## config.mk

```make
export PLATFORM = sky130hd
export DESIGN_NAME = ct_f_spsram_ctrl_8192x32
export DESIGN_NICKNAME = d
export VERILOG_FILES = /design/src/rtl/ct_f_spsram_ctrl_8192x32.sv
export SDC_FILE = /design/constraint.sdc
export NUM_CORES = 1
export LEC_CHECK = 0
export ABC_CLOCK_PERIOD_IN_PS = 4200
export BUFFER_PORTS_ARGS = -buffer_cell sky130_fd_sc_hd__buf_2
export CORE_ASPECT_RATIO = 0.6
export CORE_MARGIN = 2
export CORE_UTILIZATION = 58
export DETAILED_ROUTE_END_ITERATION = 16
export GPL_TIMING_DRIVEN = 0
export PLACE_DENSITY = 0.86
export SLEW_MARGIN = 20
export SYNTH_ARGS = -nofsm -noshare
export SYNTH_HDL_FRONTEND = slang
export SYNTH_SLANG_ARGS = --single-unit
```

## constraint.sdc

```tcl
create_clock -name CLK -period 4.2 [get_ports CLK]
set_input_delay 0.84 -clock CLK [delete_from_list [all_inputs] [get_ports CLK]]
set_output_delay 0.84 -clock CLK [all_outputs]
set_load 0.005 [all_outputs]
```

## src/rtl/ct_f_spsram_ctrl_8192x32.sv

```systemverilog
// rtl/ct_f_spsram_ctrl_8192x32.sv - requester-side controller for an 8192x32 single-port SRAM
// Registered SRAM pins, valid/ready request port, in-order read response FIFO, init sweep.
module ct_f_spsram_ctrl_8192x32 #(
  parameter int          ADDR_WIDTH = 13,
  parameter int          RSP_DEPTH  = 4,
  parameter logic [31:0] INIT_VAL   = 32'h0000_0000
) (
  input  logic                  CLK,
  input  logic                  RST,
  input  logic                  req_vld,
  output logic                  req_rdy,
  input  logic                  req_wr,
  input  logic [ADDR_WIDTH-1:0] req_addr,
  input  logic [31:0]           req_wdata,
  input  logic [3:0]            req_be,
  output logic                  rsp_vld,
  input  logic                  rsp_rdy,
  output logic [31:0]           rsp_rdata,
  input  logic                  init_start,
  output logic                  init_busy,
  output logic                  init_done,
  output logic [ADDR_WIDTH-1:0] sram_a,
  output logic                  sram_cen,
  output logic                  sram_gwen,
  output logic [31:0]           sram_wen,
  output logic [31:0]           sram_d,
  input  logic [31:0]           sram_q
);

  localparam int PW = (RSP_DEPTH > 1) ? $clog2(RSP_DEPTH) : 1;
  localparam int CW = $clog2(RSP_DEPTH + 1);
  localparam int OW = $clog2(RSP_DEPTH + 3);

  typedef enum logic {ST_RUN, ST_INIT} state_e;

  state_e                state_q, state_d;
  logic [ADDR_WIDTH-1:0] init_cnt_q, init_cnt_d;
  logic                  init_done_q, init_done_d;
  logic                  req_rdy_q, req_rdy_d;
  logic                  rd_p1_q, rd_p1_d;
  logic                  rd_p2_q, rd_p2_d;
  logic [31:0]           fifo_mem_q [RSP_DEPTH];
  logic [PW-1:0]         wr_ptr_q, wr_ptr_d;
  logic [PW-1:0]         rd_ptr_q, rd_ptr_d;
  logic [CW-1:0]         count_q, count_d;
  logic [ADDR_WIDTH-1:0] sram_a_q, sram_a_d;
  logic                  sram_cen_q, sram_cen_d;
  logic                  sram_gwen_q, sram_gwen_d;
  logic [31:0]           sram_wen_q, sram_wen_d;
  logic [31:0]           sram_d_q, sram_d_d;
  logic [OW-1:0]         outstanding_d;
  logic                  accept;
  logic                  push;
  logic                  pop;

  function automatic logic [PW-1:0] ptr_inc(input logic [PW-1:0] p);
    return (p == PW'(RSP_DEPTH - 1)) ? '0 : p + 1'b1;
  endfunction

  assign accept = req_vld && req_rdy_q;
  // rd_p2_q marks the cycle in which sram_q carries read data
  assign push   = rd_p2_q;
  assign pop    = (count_q != '0) && rsp_rdy;

  always_comb begin
    state_d     = state_q;
    init_cnt_d  = init_cnt_q;
    init_done_d = 1'b0;
    sram_a_d    = sram_a_q;
    sram_d_d    = sram_d_q;
    sram_cen_d  = 1'b1;
    sram_gwen_d = 1'b1;
    sram_wen_d  = '1;
    rd_p1_d     = accept && !req_wr;
    rd_p2_d     = rd_p1_q;

    if (state_q == ST_RUN) begin
      if (accept) begin
        sram_cen_d  = 1'b0;
        sram_a_d    = req_addr;
        sram_gwen_d = ~req_wr;
        sram_d_d    = req_wdata;
        for (int k = 0; k < 4; k++) begin
          sram_wen_d[8*k +: 8] = req_wr ? {8{~req_be[k]}} : 8'hFF;
        end
      end
      if (init_start) begin
        state_d    = ST_INIT;
        init_cnt_d = '0;
      end
    end else begin
      sram_cen_d  = 1'b0;
      sram_gwen_d = 1'b0;
      sram_wen_d  = '0;
      sram_d_d    = INIT_VAL;
      sram_a_d    = init_cnt_q;
      init_cnt_d  = init_cnt_q + 1'b1;
      if (init_cnt_q == '1) begin
        state_d     = ST_RUN;
        init_done_d = 1'b1;
      end
    end

    wr_ptr_d = push ? ptr_inc(wr_ptr_q) : wr_ptr_q;
    rd_ptr_d = pop ? ptr_inc(rd_ptr_q) : rd_ptr_q;
    count_d  = count_q;
    if (push && !pop) begin
      count_d = count_q + 1'b1;
    end else if (!push && pop) begin
      count_d = count_q - 1'b1;
    end

    // Ready is registered, so it is computed from next-cycle occupancy
    outstanding_d = OW'(count_d) + OW'(rd_p1_d) + OW'(rd_p2_d);
    req_rdy_d     = (state_d == ST_RUN) && (outstanding_d < OW'(RSP_DEPTH));
  end

  always_ff @(posedge CLK) begin
    if (RST) begin
      state_q     <= ST_RUN;
      init_cnt_q  <= '0;
      init_done_q <= 1'b0;
      req_rdy_q   <= 1'b0;
      rd_p1_q     <= 1'b0;
      rd_p2_q     <= 1'b0;
      wr_ptr_q    <= '0;
      rd_ptr_q    <= '0;
      count_q     <= '0;
      sram_a_q    <= '0;
      sram_cen_q  <= 1'b1;
      sram_gwen_q <= 1'b1;
      sram_wen_q  <= '1;
      sram_d_q    <= '0;
      for (int i = 0; i < RSP_DEPTH; i++) begin
        fifo_mem_q[i] <= '0;
      end
    end else begin
      state_q     <= state_d;
      init_cnt_q  <= init_cnt_d;
      init_done_q <= init_done_d;
      req_rdy_q   <= req_rdy_d;
      rd_p1_q     <= rd_p1_d;
      rd_p2_q     <= rd_p2_d;
      wr_ptr_q    <= wr_ptr_d;
      rd_ptr_q    <= rd_ptr_d;
      count_q     <= count_d;
      sram_a_q    <= sram_a_d;
      sram_cen_q  <= sram_cen_d;
      sram_gwen_q <= sram_gwen_d;
      sram_wen_q  <= sram_wen_d;
      sram_d_q    <= sram_d_d;
      if (push) begin
        fifo_mem_q[wr_ptr_q] <= sram_q;
      end
    end
  end

  assign req_rdy   = req_rdy_q;
  assign rsp_vld   = (count_q != '0);
  assign rsp_rdata = fifo_mem_q[rd_ptr_q];
  assign init_busy = (state_q == ST_INIT);
  assign init_done = init_done_q;
  assign sram_a    = sram_a_q;
  assign sram_cen  = sram_cen_q;
  assign sram_gwen = sram_gwen_q;
  assign sram_wen  = sram_wen_q;
  assign sram_d    = sram_d_q;

endmodule

```

[Yosys cells after proc, flatten, opt, wreduce, memory -nomap -nowiden]
Memories as Yosys holds them, arrays and structs flattened. A register that Yosys moved wholly into a read port is not among the register bits.
Cells that the tools add are included.
Storage, ports and cells
  logic and storage cells: 80
  output and inout port bits: 115
  flip-flop bits (word level): 104
  bits in latches: 0
  memory bits (writable): 128
  ROM bits: 0
  memories: 1
  input port bits: 87
Operators by class
  order comparisons: 1
  bitwise operators: 7
  shift-type cells: 0
  reductions and logical operators: 15
  multipliers: 0
  mux-type cells: 32
  add/subtract/negate cells: 7
  divide/modulo/power cells: 0
  eq/ne operators: 3
Memories
  fifo_mem_q: words 4, width 32, read ports 1, clocked after Yosys merged registers in 1, write ports 4, RTL line 42  | logic [31:0] fifo_mem_q [RSP_DEPTH];
Operators with widths (number)
  two-way mux 32 bit: 3
  two-way mux 13 bit: 4
  two-way mux 8 bit: 4
  OR reduction 32 bit: 1
  two-way mux 1 bit: 14
  adder 13 x 1 -> 13 bit, second input constant: 1
  == test 13 bit, second input constant: 1
  two-way mux 2 bit: 5
  NOT 1 bit: 7
  adder 3 x 1 -> 3 bit: 2
  logical AND 1 bit: 6
  two-way mux 3 bit: 2
  adder 2 x 1 -> 2 bit, second input constant: 2
  == test 2 bit, second input constant: 2
  nonzero test 2 bit: 2
  OR reduction 2 bit: 2
  adder 3 x 1 -> 3 bit, second input constant: 1
  zero test 1 bit: 3
  < comparator 3 bit, second input constant: 1
  nonzero test 3 bit: 1
  subtractor 3 x 1 -> 3 bit, second input constant: 1

[Logic depth before layout (Yosys ltp)]
Gate-level depths: netlist (run 1).
  depth after elaboration: 9
  mapped depth: 9
  mapped depth without buffers: 9

[Least setup slack after synthesis (run 1)]
No wires, ideal clock.
  kind: input to register
  from: input port RST
  to: memory fifo_mem_q[1][0] (enable)
  setup time: 0.375 ns
  cell stages on the path: 3
  arrival: 1.909 ns
  path buffers: 0
  slack: 1.917 ns
  data required time: 3.825 ns
  cells stage by stage: nand2b_1 -> nor3b_1 -> or2_2
RTL lines
  start: declaration: RTL line 9  | input logic RST,
  end: declaration: RTL line 42

==> results of run 1 <==
## power breakdown
part / switching, mW / total [mW] / internal, mW
registers: 0.0484 / 2.28 / 2.24
logic: 0.407 / 0.801 / 0.394
clock network: 0.696 / 1.58 / 0.884
## tightest hold or removal path: cells and delay by family (launching register included)
family / cells / cell delay (ns)
flops: 1 / 0.30
simple gates: 1 / 0.05
compound gates: 1 / 0.05
## cell usage in the layout (no fill, tap or decap), drive strengths merged, types with 12 or more instances in the layout
cell    synthesis  final
dfxtp          78     78
edfxtp        128    128
a311oi         12     12
nor2           23     23
a21oi          44     44
nand2         102    102
mux4           32     32
buf            34    234
and2          129    129
clkbuf         39     61
## metrics by stage
stage / hold slack [ns] / worst slack [ns] / util
after detailed placement: 0.4446 / 1.194 / 0.6876
after floorplan: 0.4447 / 1.917 / -
after global placement: 0.4390 / 1.204 / 0.6876
after CTS: 0.4535 / 1.067 / 0.7249
after global routing: 0.4648 / 1.007 / 0.7249
final: 0.4533 / 1.109 / 0.7249
## logic make-up (layout without fill, tap and decap cells)
| logic type | after synthesis | in the layout | synth area share |
|---|---|---|---|
| flip-flops | 206 | 206 | 0.6092 |
| XOR/XNOR | 4 | 4 | 0.003949 |
| multiplexers | 38 | 38 | 0.08842 |
| AND/OR/NAND/NOR | 305 | 305 | 0.1828 |
| buffers and inverters | 81 | 311 | 0.04922 |
| AO/OA/AOI/OAI | 81 | 81 | 0.05655 |
| adder cells (fa/ha/maj) | 7 | 7 | 0.009871 |
## cell usage after synthesis (2+ instances only)
cell type    n  area [um2]
nand3b_1     3       22.52
nor4_1       4       25.02
edfxtp_1   128        3844
and2_1     129       807.0
a211oi_1     6       45.04
nand2b_1     4       25.02
nand2_1    102       382.9
or2_2        4       25.02
nor3b_1      5       37.54
a21oi_1     44       220.2
clkbuf_8     2       27.53
clkbuf_1    36       135.1
nor2_1      23       86.33
or3_1        3       18.77
nand4_1      5       31.28
xnor2_1      3       26.28
buf_2        5       25.02
dfxtp_1     78        1562
buf_4       28       210.2
o211ai_1     2       15.01
and3_1       4       25.02
mux2i_1      3       30.03
inv_1        7       26.28
a311oi_1    12       105.1
mux4_2      32       720.7
a31oi_1      5       31.28
nand3_1      6       30.03
o21ai_0      7       35.03
ha_1         7       87.58
nor2b_1      3       18.77
mux2_2       3       33.78
nor3_1       4       20.02
## state kept, by name, indices dropped and copies added (netlist names), named ones only
register,flops
sram_wen,4
req_rdy,1
init_done,1
sram_a,13
fifo_mem_q,128
sram_d,32
rd_ptr_q,2
wr_ptr_q,2
sram_gwen,1
sram_cen,1
rd_p1_q,1
init_busy,1
init_cnt_q,13
push,1
count_q,3
## routing by layer
metal / vias to the layer above / global-route usage / routed length, um / part of all wire
met2: 252 / 0.3836 / 9093 / 0.46
met5: - / 0 / 7 / 0.00035
met4: 2 / 0.06815 / 419 / 0.021
met1: 3102 / 0.3514 / 8870 / 0.45
li1: 2970 / - / - / -
met3: 32 / 0.04752 / 1487 / 0.075
## worst max-delay path by stage
stage                              to  slack (ns)
floorplan            fifo_mem_q[1][0]        1.92
global placement    fifo_mem_q[1][20]        1.20
detailed placement  fifo_mem_q[1][10]        1.19
CTS                     rsp_rdata[18]        1.07
global route            rsp_rdata[18]        1.01
finish                  rsp_rdata[18]        1.11
## area by class of cell
class,instances,area [um2]
sequential,206,5405
fill,1019,4049
multi-input combinational,435,3030
timing repair buffer,200,1001
clock buffer,22,486.7
buffer,73,406.6
tap,198,247.7
clock inverter,8,62.56
inverter,8,30.03
==> summary.txt, run 1 <==
Drt
  • Post-DRT Antenna Nets: 0
  • 1st-pass router iterations: 5
  • Post-Route WL: 19880 um
  • Wirelength per Cell: 17.29 um
  • # DRC: 0
  • Routed vias/inst: 5.529
  • DRT iter0 DRCs: 484
  • Vias: 6358

Finish
  • Share of cells above drive strength 1: 0.3214
  • Post-route cell area: 10670 um2
  • Diodes inserted: 0
  • Layout Nets: 1037
  • Layout area overhead: 20.26%
  • Non-filler cells, final: 1150

Synthesis
  • Syn Nets: 816
  • Post-Synthesis Cells: 722
  • Syn Std Cell Area: 8872 um2
  • Post-Syn Area per Cell: 12.29 um2
  • Post-synthesis register bit count: 206
  • Yosys warns: 0
  • Asr flop ratio synth: 0
  • Prevailing post-synth register cell: edfxtp_1
  • Synth cell types: 47
  • Seq/Total Area, Yosys: 0.6092
  • Number of synthesized flops with an enable pin: 128

Worst hold path
  • Worst Hold End: sram_d[27]
  • Hold depth: 2
  • Worst min-delay path startpoint: sram_d[27]
  • Worst min path class: register to register

Clock network
  • Clock root buffer: clkbuf_16
  • Clk pin slew, worst setup/hold paths: 0.07 ns
  • Worst-skew pair later-pin latency: 0.48 ns
  • CTS tree: done
  • Setup Fix Bufs, Post-CTS: 0
  • Post-CTS sizing: 0
  • CTS Hold Bufs: 0
  • Clk sinks: 206
  • Deepest clock path buffer count: 3
  • Total CTS buffers: 19
  • H-tree Lvls: 1

Worst setup path
  • RR Endpoint: fifo_mem_q[2][4]
  • Critical Path RT: 3.36 ns
  • Register-to-Register Path Depth: 3
  • CP Launch Type: register
  • Crit path max-delay family: buffers and inverters
  • CP arrival: 2.25 ns
  • Slowest CP cell: mux4_2
  • Worst setup path class: register to output port
  • CP Cell Sequence: clkbuf_1 -> buf_2 -> mux4_2 -> buf_2
  • R2r setup slk: 1.71 ns
  • Top cell by count, worst path: buf_2
  • R2r startpoint: push
  • CP Depth: 4
  • Critical path fanouts, max: 10
  • WP buf/inv: 3
  • Max stage delay on crit path: 0.59 ns
  • Element type at the critical path end: output port

Floorplan
  • Initial core utilization: 0.6028
  • Die area: 16340 um2
  • Height of the die: 99.81 um
  • I/O pin count: 202
  • Die extent in x: 163.7 um
  • Core ar.: 14720 um2
  • FP Rows: 34

STA
  • FMAX: 323.6 MHz
  • Clock skew: 0.01903 ns
  • Final Hold Viols: 0
  • Max Slew Vio Count: 0
  • Final setup TNS: 0 ns
  • Setup violations, final: 0
  • Final min period: 3.091 ns
  • Rel. slew slack: 0.3609
  • Final period util: 0.7359
  • RSZ-0062 raised after global routing: false
  • Worst-margin pin slew: 0.9587 ns

Run
  • Maxcap violations: 0

Power
  • VDD IR-drop max: 0.3002 mV
  • Power, Total: 4.666 mW
  • P_leak: 4.224 nW
  • Cell Pwr Density: 437.3 nW/um2

Place
  • HPWL after DPL: 13920 um
  • Cell Area, Placed: 10120 um2
  • Dpl cells: 1120
  • Gp weighted congestion: 0.8663
  • I/O Buffers: 200

GRT
  • First-pass GRT wire length: 31010 um
  • Largest net degree at the start of global routing: 33
  • Global route total overflow: 0
  • Vias in the first global route: 6064
  • Initial antenna violation count: 1
  • Gr usage total: 0.2436

Run status
  • Status: completed
Note: power is estimated with default switching activity, not from simulation.
==> run 2, diff against run 1 <==
--- a/config.mk
+++ b/config.mk
@@ -5,14 +5,15 @@
 export SDC_FILE = /design/constraint.sdc
 export NUM_CORES = 1
 export LEC_CHECK = 0
-export ABC_CLOCK_PERIOD_IN_PS = 4200
+export ABC_AREA = 1
+export ABC_CLOCK_PERIOD_IN_PS = 2900
 export BUFFER_PORTS_ARGS = -buffer_cell sky130_fd_sc_hd__buf_2
 export CORE_ASPECT_RATIO = 0.6
 export CORE_MARGIN = 2
-export CORE_UTILIZATION = 58
+export CORE_UTILIZATION = 54
 export DETAILED_ROUTE_END_ITERATION = 16
 export GPL_TIMING_DRIVEN = 0
-export PLACE_DENSITY = 0.86
+export PLACE_DENSITY = 0.81
 export SLEW_MARGIN = 20
 export SYNTH_ARGS = -nofsm -noshare
 export SYNTH_HDL_FRONTEND = slang
==> constraint.sdc (replaced) <==
create_clock -name CLK -period 2.9 [get_ports CLK]
set_input_delay 0.58 -clock CLK [delete_from_list [all_inputs] [get_ports CLK]]
set_output_delay 0.58 -clock CLK [all_outputs]
set_load 0.005 [all_outputs]
==> summary.txt, run 2 <==
Run status
  • Status: completed

STA
  • RSZ-0062 raised after global routing: false
  • Max Slew Vio Count: 0
  • FMAX: 375.0 MHz
  • Setup violations, final: 0
  • Hold WS: 0.2681 ns
  • Final Hold Viols: 0
  • Clock skew: 0.009077 ns
  • Worst-margin pin slew: 0.6053 ns
  • Final period util: 0.9195
  • Final setup TNS: 0 ns
  • Final worst setup slack: 0.2335 ns
  • Rel. slew slack: 0.5964
  • Final min period: 2.667 ns

Synthesis
  • Yosys warns: 0
  • Asr flop ratio synth: 0
  • Post-Syn Area per Cell: 9.469 um2
  • Synth top area share: 0.4398
  • Seq/Total Area, Yosys: 0.6185
  • Synth area leader: edfxtp_1
  • Syn Nets: 1017
  • Post-Synthesis Cells: 923
  • Number of synthesized flops with an enable pin: 128
  • Area contributors post-synth: edfxtp_1 44%, dfxtp_1 18%, nor2_1 12%, o21ai_0 5.8%, nand2_1 3.7%
  • Synth cell types: 35
  • Prevailing post-synth register cell: edfxtp_1
  • Most frequent cell after synthesis: nor2_1
  • Post-synthesis register bit count: 206
  • Syn Std Cell Area: 8740 um2
  • Synth cell count leaders: 272 x nor2_1, 128 x edfxtp_1, 101 x o21ai_0, 85 x nand2_1, 78 x dfxtp_1

Worst setup path
  • Critical Path RT: 2.32 ns
  • CP arrival: 2.09 ns
  • CP Launch Type: register
  • Worst setup path class: register to output port
  • R2r setup slk: 0.78 ns
  • Critical path fanouts, max: 10
  • Element type at the critical path end: output port
  • Register-to-Register Path Depth: 14
  • RR Endpoint: req_rdy
  • R2r startpoint: count_q[0]

Place
  • Gp weighted congestion: 0.8746
  • DP Worst Slack: 0.5559 ns
  • I/O Buffers: 201
  • HPWL after DPL: 15330 um

Finish
  • Reg with most FFs: fifo_mem_q
  • Most frequent cells in the layout: 271 x nor2_1, 218 x buf_2, 128 x edfxtp_1
  • Most common cell after layout, fill and taps aside: nor2_1
  • Layout area overhead: 22.10%
  • Layout Nets: 1243
  • Diodes inserted: 0
  • Largest register FFs: 128
  • Fill count: 1231
  • Share of cells above drive strength 1: 0.2705

Power
  • Internal power: 5.140 mW
  • Switching Power: 2.212 mW
  • P_leak: 4.620 nW
  • Sw frac: 0.3008
  • Combinational share of power: 0.240
  • Clock Power Share: 0.308
  • VDD IR-drop max: 0.4484 mV
  • Seq pwr share: 0.452
  • Cell Pwr Density: 688.9 nW/um2

GRT
  • First-pass GRT wire length: 33520 um
  • Vias in the first global route: 6673
  • Largest net degree at the start of global routing: 21
  • Gr usage total: 0.2477
  • Initial antenna violation count: 0
  • Global route total overflow: 0

Clock network
  • H-tree Lvls: 1
  • CTS Hold Bufs: 0
  • Post-CTS sizing: 0
  • Clk sinks: 206
  • Setup Fix Bufs, Post-CTS: 0
  • Clk pin slew, worst setup/hold paths: 0.07 ns
  • Worst-skew pair later-pin latency: 0.49 ns
  • Clock root buffer: clkbuf_16
  • CTS tree: done
  • Deepest clock path buffer count: 3
  • Total CTS buffers: 19

Floorplan
  • Die area: 17250 um2
  • Initial core utilization: 0.5606
  • FP Rows: 35
  • Core ar.: 15590 um2
  • Height of the die: 102.5 um
  • Die extent in x: 168.2 um
  • I/O pin count: 202

Worst hold path
  • Worst min path class: input port to register
  • Worst min-delay path startpoint: req_wr
  • Hold depth: 2
  • Worst Hold End: rd_p1_q

Drt
  • 1st-pass router iterations: 5
  • DRT iter0 DRCs: 433
  • # DRC: 0
  • Routed vias/inst: 5.236
  • Wirelength per Cell: 15.77 um
  • Vias: 7142
  • Post-Route WL: 21520 um
  • Post-DRT Antenna Nets: 0

Run
  • Maxcap violations: 0
==> run 2: how the worst max path moves through the flow <==
stage                     startpoint                 to  cells after the start
after global routing        register      rsp_rdata[28]                      5
after global placement           RST  fifo_mem_q[3][15]                      7
final                       register      rsp_rdata[28]                      5
after CTS                   register      rsp_rdata[28]                      5
after floorplan                  RST   fifo_mem_q[3][0]                      6
after detailed placement         RST   fifo_mem_q[1][4]                      8
==> run 2: power groups by stage <==
| stage | Sequential, mW | Combinational [mW] | Clock, mW |
|---|---|---|---|
| 2_1_floorplan | 3.37 | 1.01 | 0 |
| 3_3_place_gp | 3.38 | 1.70 | 0 |
| 3_5_place_dp | 3.38 | 1.75 | 0 |
| 4_1_cts | 3.32 | 1.76 | 2.29 |
| 5_1_grt | 3.34 | 1.97 | 2.40 |
| 6_report | 3.32 | 1.77 | 2.27 |
==> run 2: critical path, stage by stage (launching register included) <==
cell	delay, ns
dfxtp_1	0.32
buf_2	0.22
clkbuf_1	0.41
o21ai_0	0.19
o22ai_1	0.29
buf_2	0.17
==> run 2: layer usage <==
metal  vias to the layer above  wire length, um  track usage
met5                         -                0            0
met4                         0              267      0.05570
met3                        21             2236      0.05374
met2                       339             9485       0.3957
met1                      3275             9526       0.3537
li1                       3507                -            -
==> run 2: per-stage QoR <==
stage | power [mW] | utilization | cell area (um2) | cells
2_1_floorplan | 4.381 | - | 8740 | 923
3_3_place_gp | 5.085 | 0.6414 | 10000 | 1327
3_5_place_dp | 5.137 | 0.6494 | 10120 | 1331
4_1_cts | 7.377 | 0.6845 | 10670 | 1364
5_1_grt | 7.699 | 0.6845 | 10670 | 1364
6_report | 7.352 | 0.6845 | 10670 | 1364
==> run 2: cell families (layout without fill, tap and decap cells) <==
group / Yosys count / in the layout / share of synthesized area
AOI/OAI and AO/OA: 177 / 177 / 0.1105
xor gates and xnor gates: 1 / 1 / 0.001002
adders and majority gates: 7 / 7 / 0.01002
buffers and inverters: 139 / 377 / 0.08017
DFF: 206 / 206 / 0.6185
and+or+nand+nor: 393 / 393 / 0.1798
==> run 2: cell type report <==
cell class	count	area, um2	share of cell area
repair buffers	205	1116	0.1046
clock buffers	21	493.0	0.04620
inverters	62	232.7	0.02181
flip-flops and latches	206	5405	0.5065
plain buffers	77	467.9	0.04385
multi-input cells	578	2649	0.2482
clock inverters	12	53.80	0.005042
well taps	203	254.0	0.02380
